--- config.mk ---
export PLATFORM = sky130hd
export DESIGN_NAME = multicycle_shifter
export DESIGN_NICKNAME = d
export VERILOG_FILES = /design/src/rtl/multicycle_shifter.sv
export SDC_FILE = /design/constraint.sdc
export NUM_CORES = 1
export LEC_CHECK = 0
export BUFFER_PORTS_ARGS = -buffer_cell sky130_fd_sc_hd__buf_2
export CELL_PAD_IN_SITES_DETAIL_PLACEMENT = 1
export CELL_PAD_IN_SITES_GLOBAL_PLACEMENT = 2
export CORE_ASPECT_RATIO = 0.6
export CORE_MARGIN = 1.5
export CORE_UTILIZATION = 32
export DETAILED_ROUTE_END_ITERATION = 10
export GPL_TIMING_DRIVEN = 0
export PLACE_DENSITY = 0.89
export RECOVER_POWER = 50
export SLEW_MARGIN = 40
export SYNTH_ARGS = -nofsm -noshare
export SYNTH_HDL_FRONTEND = slang
export SYNTH_SLANG_ARGS = --single-unit
--- constraint.sdc ---
create_clock -name clk -period 2.56 [get_ports clk]
set_input_delay 0.256 -clock clk [delete_from_list [all_inputs] [get_ports clk]]
set_output_delay 0.256 -clock clk [all_outputs]
set_load 0.05 [all_outputs]
--- src/rtl/multicycle_shifter.sv ---
`default_nettype none
// ============================================================================
// Module   : multicycle_shifter
// Purpose  : Sequential shift/rotate unit. Performs multi-position shifts and
//            rotates one bit per clock under a start/ready/done handshake.
//            EXT, SWAP and zero-amount requests complete in a single edge.
// Revision : 1.0 - initial release
// ============================================================================
module multicycle_shifter #(
  parameter int WIDTH = 16,
  parameter int AMT_W = $clog2(WIDTH)
) (
  input  logic             clk,
  input  logic             reset,
  input  logic             start,
  input  logic [2:0]       operation,
  input  logic [AMT_W-1:0] amount,
  input  logic [WIDTH-1:0] in,
  input  logic             cin,
  input  logic             flush,
  output logic             ready,
  output logic             busy,
  output logic             done,
  output logic [WIDTH-1:0] out,
  output logic             cout
);

  localparam int HALF = WIDTH / 2;

  localparam logic [2:0] OP_LL   = 3'd0;
  localparam logic [2:0] OP_RL   = 3'd1;
  localparam logic [2:0] OP_LA   = 3'd2;
  localparam logic [2:0] OP_RA   = 3'd3;
  localparam logic [2:0] OP_ROL  = 3'd4;
  localparam logic [2:0] OP_ROR  = 3'd5;
  localparam logic [2:0] OP_EXT  = 3'd6;
  localparam logic [2:0] OP_SWAP = 3'd7;

  typedef enum logic [1:0] {
    S_IDLE  = 2'd0,
    S_SHIFT = 2'd1,
    S_DONE  = 2'd2
  } state_t;

  state_t           state_q, state_d;
  logic [WIDTH-1:0] data_q,  data_d;
  logic             cout_q,  cout_d;
  logic [2:0]       op_q,    op_d;
  logic             cin_q,   cin_d;
  logic [AMT_W-1:0] count_q, count_d;

  // Next-state, datapath step and start-accept logic
  always_comb begin
    state_d = state_q;
    data_d  = data_q;
    cout_d  = cout_q;
    op_d    = op_q;
    cin_d   = cin_q;
    count_d = count_q;

    case (state_q)
      S_IDLE, S_DONE: begin
        // The DONE cycle is also a ready cycle so back-to-back requests
        // proceed without a bubble; otherwise DONE falls back to IDLE.
        state_d = S_IDLE;
        if (start) begin
          data_d  = in;
          op_d    = operation;
          cin_d   = cin;
          count_d = amount;
          cout_d  = 1'b0;
          if (operation == OP_EXT) begin
            data_d  = {{HALF{in[HALF-1]}}, in[HALF-1:0]};
            cout_d  = in[HALF-1];
            state_d = S_DONE;
          end else if (operation == OP_SWAP) begin
            data_d  = {in[HALF-1:0], in[WIDTH-1:HALF]};
            state_d = S_DONE;
          end else if (amount == '0) begin
            state_d = S_DONE;
          end else begin
            state_d = S_SHIFT;
          end
        end
      end

      S_SHIFT: begin
        if (flush) begin
          // Abandon the operation; the partial result stays in place.
          state_d = S_IDLE;
        end else begin
          case (op_q)
            OP_LL:   {cout_d, data_d} = {data_q, cin_q};
            OP_RL:   {data_d, cout_d} = {cin_q, data_q};
            OP_LA: begin
              data_d = {data_q[WIDTH-1], data_q[WIDTH-3:0], cin_q};
              cout_d = data_q[WIDTH-2];
            end
            OP_RA: begin
              data_d = {data_q[WIDTH-1], data_q[WIDTH-1:1]};
              cout_d = data_q[0];
            end
            OP_ROL: begin
              data_d = {data_q[WIDTH-2:0], data_q[WIDTH-1]};
              cout_d = data_q[WIDTH-1];
            end
            OP_ROR: begin
              data_d = {data_q[0], data_q[WIDTH-1:1]};
              cout_d = data_q[0];
            end
            default: begin
              // EXT/SWAP never enter SHIFT; hold the register.
              data_d = data_q;
            end
          endcase
          count_d = count_q - 1'b1;
          if (count_q == {{(AMT_W-1){1'b0}}, 1'b1}) begin
            state_d = S_DONE;
          end
        end
      end

      default: state_d = S_IDLE;
    endcase
  end

  // State and datapath registers with asynchronous reset
  always_ff @(posedge clk or posedge reset) begin
    if (reset) begin
      state_q <= S_IDLE;
      data_q  <= '0;
      cout_q  <= 1'b0;
      op_q    <= OP_LL;
      cin_q   <= 1'b0;
      count_q <= '0;
    end else begin
      state_q <= state_d;
      data_q  <= data_d;
      cout_q  <= cout_d;
      op_q    <= op_d;
      cin_q   <= cin_d;
      count_q <= count_d;
    end
  end

  assign ready = (state_q == S_IDLE) || (state_q == S_DONE);
  assign busy  = (state_q == S_SHIFT);
  assign done  = (state_q == S_DONE);
  assign out   = data_q;
  assign cout  = cout_q;

endmodule
`default_nettype wire
# Word level (Yosys, flattened, before mapping)
# Cells that the tools add are included.
# totals
regBits	27
input_bits	28
out_inout_bits	20
word_cells	60
# classes
addsub	1
eq_ne	18
n_mux	21
reduce_logical	13
# op_table
op	count
$pmux 16 s6	1
$mux 16	4
$pmux 16 s2	1
$eq 3x3->1 const B	4
$mux 2	6
$mux 4	2
$ne 2x2->1 const B	4
$pmux 4 s2	1
$reduce_and 4->1	2
$ne 7x1->1 const B	1
$eq 3x2->1 const B	2
$reduce_and 6->1	1
$ne 5x1->1 const B	1
$eq 4x1->1 const B	1
$logic_not 4->1	1
$ne 4x3->1 const B	1
$pmux 2 s2	1
$reduce_or 2->1	2
$sub 4x1->4 const B	1
$eq 3x1->1 const B	1
$logic_not 3->1	1
$mux 1	3
$ne 3x2->1 const B	1
$pmux 1 s3	1
other kinds (9)	9

# Logic depth before layout (Yosys ltp)
# depth
ltp_word	6
ltp_mapped	6
mapped_depth_nobuf	5

# Worst setup path after synthesis
# Ideal clock, no wire load.
# synth_timing
path_kind	reg-to-reg
from	register data_q[0], in the netlist out[0]
to	register data_q[15], in the netlist out[15]
arrival_time_ps	1358
required_ps	2493
setup_slack_ps	1136
path_stages_with_launch	5
n_path_buf	0
path_cell_list	dfrtp_1 -> mux2i_1 -> a211o_1 -> a32oi_1 -> mux2_2
# synth_via
elab_chain_len	3
# synth_lines
element	line	rtl
start: declaration	46	logic [WIDTH-1:0] data_q, data_d;
start signal: assignment	138	data_q <= data_d;
$pmux 16 s6	92	case (op_q)
$mux 16	88	if (flush) begin
$pmux 16 s2	61	case (state_q)
# No other way between the ends. The select of a mux whose other input is x is not followed.
# A chain may end at the register's enable or synchronous reset.

# Worst setup path after layout
# layout_timing
from	register state_q[0]
to	output port busy
# layout_via
elab_chain_len	1
# layout_lines
element	line	rtl
start: declaration	45	state_t state_q, state_d;
start signal: assignment	137	state_q <= state_d;
$eq 2x1->1	147	assign busy = (state_q == S_SHIFT);
end: declaration	22	output logic busy,
# No other way between the ends.

==> results.json <==
{
  "synth_edf_count": 0,
  "antenna_found_initial": 0,
  "io_pins": 48,
  "mostFrequentLayoutCell": "buf_2",
  "finalWirelength_um": 6210,
  "grt_max_degree": 28,
  "clock_latency_ns": 0.28,
  "ys_ff_latch": 27,
  "worstMarginPinSlew_ns": 1.13,
  "r2r_cells": 5,
  "core_sq_mm": 0.00554,
  "die_area_sq_mm": 0.00621,
  "track_usage_pct": 21.1,
  "fin_nets": 303,
  "worstSetupEndpointType": "primary output",
  "rows": 21,
  "rr_endpoint": "out[15]",
  "crit_type": "flop to primary output",
  "numCtsBuffers": 3,
  "place.detailed.hpwl_um": 4630,
  "synth_cell_types": 40,
  "final.setup_skew_ns": 0.00494,
  "final_cell_mix": "50 x buf_2, 47 x a21oi_1, 46 x nand2_1",
  "rsz0062_at_grt": "false",
  "min_period_ns": 2.16,
  "initial_core_util_pct": 33.1,
  "path_clk_slew_ns": 0.10,
  "grt_overflow_total": 0,
  "r2r_slack_ns": 0.81,
  "grt_pass1_vias": 1775,
  "min_path_type": "input pin to flop",
  "hold_path_end": "cin_q",
  "wire_per_inst_um": 17.6,
  "crit-reg2reg-launch": "state_q[0]",
  "first_pass_iters": 4,
  "path_max_fanout": 10,
  "h-tree-depth": 1,
  "ant_nets": 0,
  "holdBufCountCts": 0,
  "max_cap_violations": 0,
  "clock_sinks": 27,
  "ys_seq_area_share_pct": 36.8,
  "syn_area_sq_mm": 0.00184,
  "io_buffers": 46,
  "gp_congestion": 0.790,
  "post-route-drc-count": 0,
  "grt_pass1_wl_um": 9710,
  "power_density_mw_per_mm2": 1100,
  "slew_viol_final": 0,
  "outcome": "complete, no violations",
  "vias_per_cell": 5.21,
  "cts_root_buf": "clkbuf_8",
  "max_freq_ghz": 0.464,
  "setup_ws_ns": 0.403,
  "period_share_pct": 84.3,
  "via_count": 1834,
  "total_leakage_power_uw": 0.00103,
  "min-delay-start": "cin",
  "worstPathArrival_ns": 1.90,
  "required_ns": 2.30,
  "die_x_um": 101,
  "async_flop_share_pct": 100,
  "drt_iter0_markers": 109,
  "hold_viol": 0,
  "synth_warnings": 0,
  "drive_gt1_share_pct": 24.6,
  "maxSlewHeadroom_pct": 24.8,
  "vdd_drop_max_v": 0.000460,
  "fill_cells": 692,
  "syn_inst": 222,
  "synth_nets": 252,
  "fin_setup_tns_ns": 0,
  "worst_setup_path_start_kind": "flop",
  "antenna_cells": 0,
  "pre_cts_ws_ns": 0.717,
  "postCtsSetupBuffers": 0,
  "cts_max_path_buffers": 2,
  "ctsResizeCount": 0,
  "synth_ff_type": "dfrtp_1",
  "die_h_um": 61.7,
  "synth.avg_cell_area_sq_um": 8.27,
  "min_path_cells": 3,
  "finalSetupViolCount": 0,
  "area_growth_pct": 20.2,
  "cts_tree": "yes"
}
[worst max path at each step]
stage	start	endpoint	cells after the start
after floorplan	out[0]	out[15]	4
after global placement	state_q[0]	busy	5
after detailed placement	state_q[0]	busy	5
after CTS	state_q[0]	busy	5
after global routing	state_q[0]	busy	5
final	state_q[0]	busy	5
[worst max-delay path, cell delays in order (launching register included)]
cell	delay, ns
dfrtp_1	0.52
nand2b_1	0.13
inv_1	0.22
buf_4	0.26
buf_4	0.20
buf_2	0.28
[report_power, final]
part           internal, uW  switching, uW  leakage [uW]
registers               594            192      0.000317
logic                   404            971      0.000695
clock network           111            151     0.0000217
total                  1110           1310       0.00103
[logic make-up (layout without fill, tap and decap cells)]
group                      count (synthesis)  in the layout  synth area share (%)
AOI/OAI and AO/OA                         91             91                  34.5
and+or+nand+nor                           75             75                  18.2
DFF                                       27             27                  36.8
buffers and inverters                     23             73                  6.88
muxes                                      4              4                  2.25
adders and majority gates                  2              2                  1.36
[state kept, by name, indices dropped and copies added, names as in the netlist]
name	count
count_q	4
cin_q	1
out	16
op_q	3
state_q	2
cout	1
[area by class of cell]
| cell class | instances | area, sq um | share of cell area, % |
|---|---|---|---|
| repair buffers | 46 | 223 | 10.1 |
| flip-flops and latches | 27 | 676 | 30.6 |
| inverters | 6 | 22.5 | 1.02 |
| clock inverters | 1 | 7.51 | 0.340 |
| multi-input cells | 172 | 1030 | 46.9 |
| well taps | 80 | 100 | 4.54 |
| clock buffers | 3 | 41.3 | 1.87 |
| plain buffers | 17 | 103 | 4.65 |
[Yosys cell counts, types with 2 or more instances]
| master | count | share of area [%] |
|---|---|---|
| buf_2 | 11 | 3.0 |
| mux2i_1 | 3 | 1.6 |
| a21oi_1 | 47 | 13 |
| dfrtp_1 | 27 | 37 |
| nand3_1 | 6 | 1.6 |
| nand2b_1 | 3 | 1.0 |
| buf_6 | 2 | 1.2 |
| o2111ai_1 | 2 | 0.95 |
| a21o_1 | 8 | 3.3 |
| inv_1 | 6 | 1.2 |
| ha_1 | 2 | 1.4 |
| a22o_1 | 2 | 0.95 |
| a211o_1 | 2 | 0.95 |
| nor2b_1 | 3 | 1.0 |
| nor3_1 | 2 | 0.55 |
| nor2_1 | 10 | 2.0 |
| a221oi_1 | 6 | 2.9 |
| buf_4 | 3 | 1.2 |
| o211ai_1 | 2 | 0.82 |
| o21ai_0 | 4 | 1.1 |
| o2bb2ai_1 | 7 | 3.3 |
| nand2_1 | 46 | 9.4 |
[routing by layer]
layer	vias to the layer above	GRT usage (%)	wire length, um
li1	897	-	-
met1	891	32.7	3370
met2	42	30.7	2510
met3	4	3.63	308
met4	0	3.62	21
met5	-	0	0
[metrics by stage]
stage	util, %	hold slack (ns)	power [uW]	instances	area [sq um]
4_1_cts	39.9	0.0585	2440	352	2210
3_3_place_gp	39.1	0.468	2140	348	2170
2_1_floorplan	-	0.309	1790	222	1840
6_report	39.8	0.172	2420	352	2210
5_1_grt	39.8	0.192	2580	352	2210
3_5_place_dp	39.1	0.376	2180	348	2170
Power figures use the tool's default switching activity.
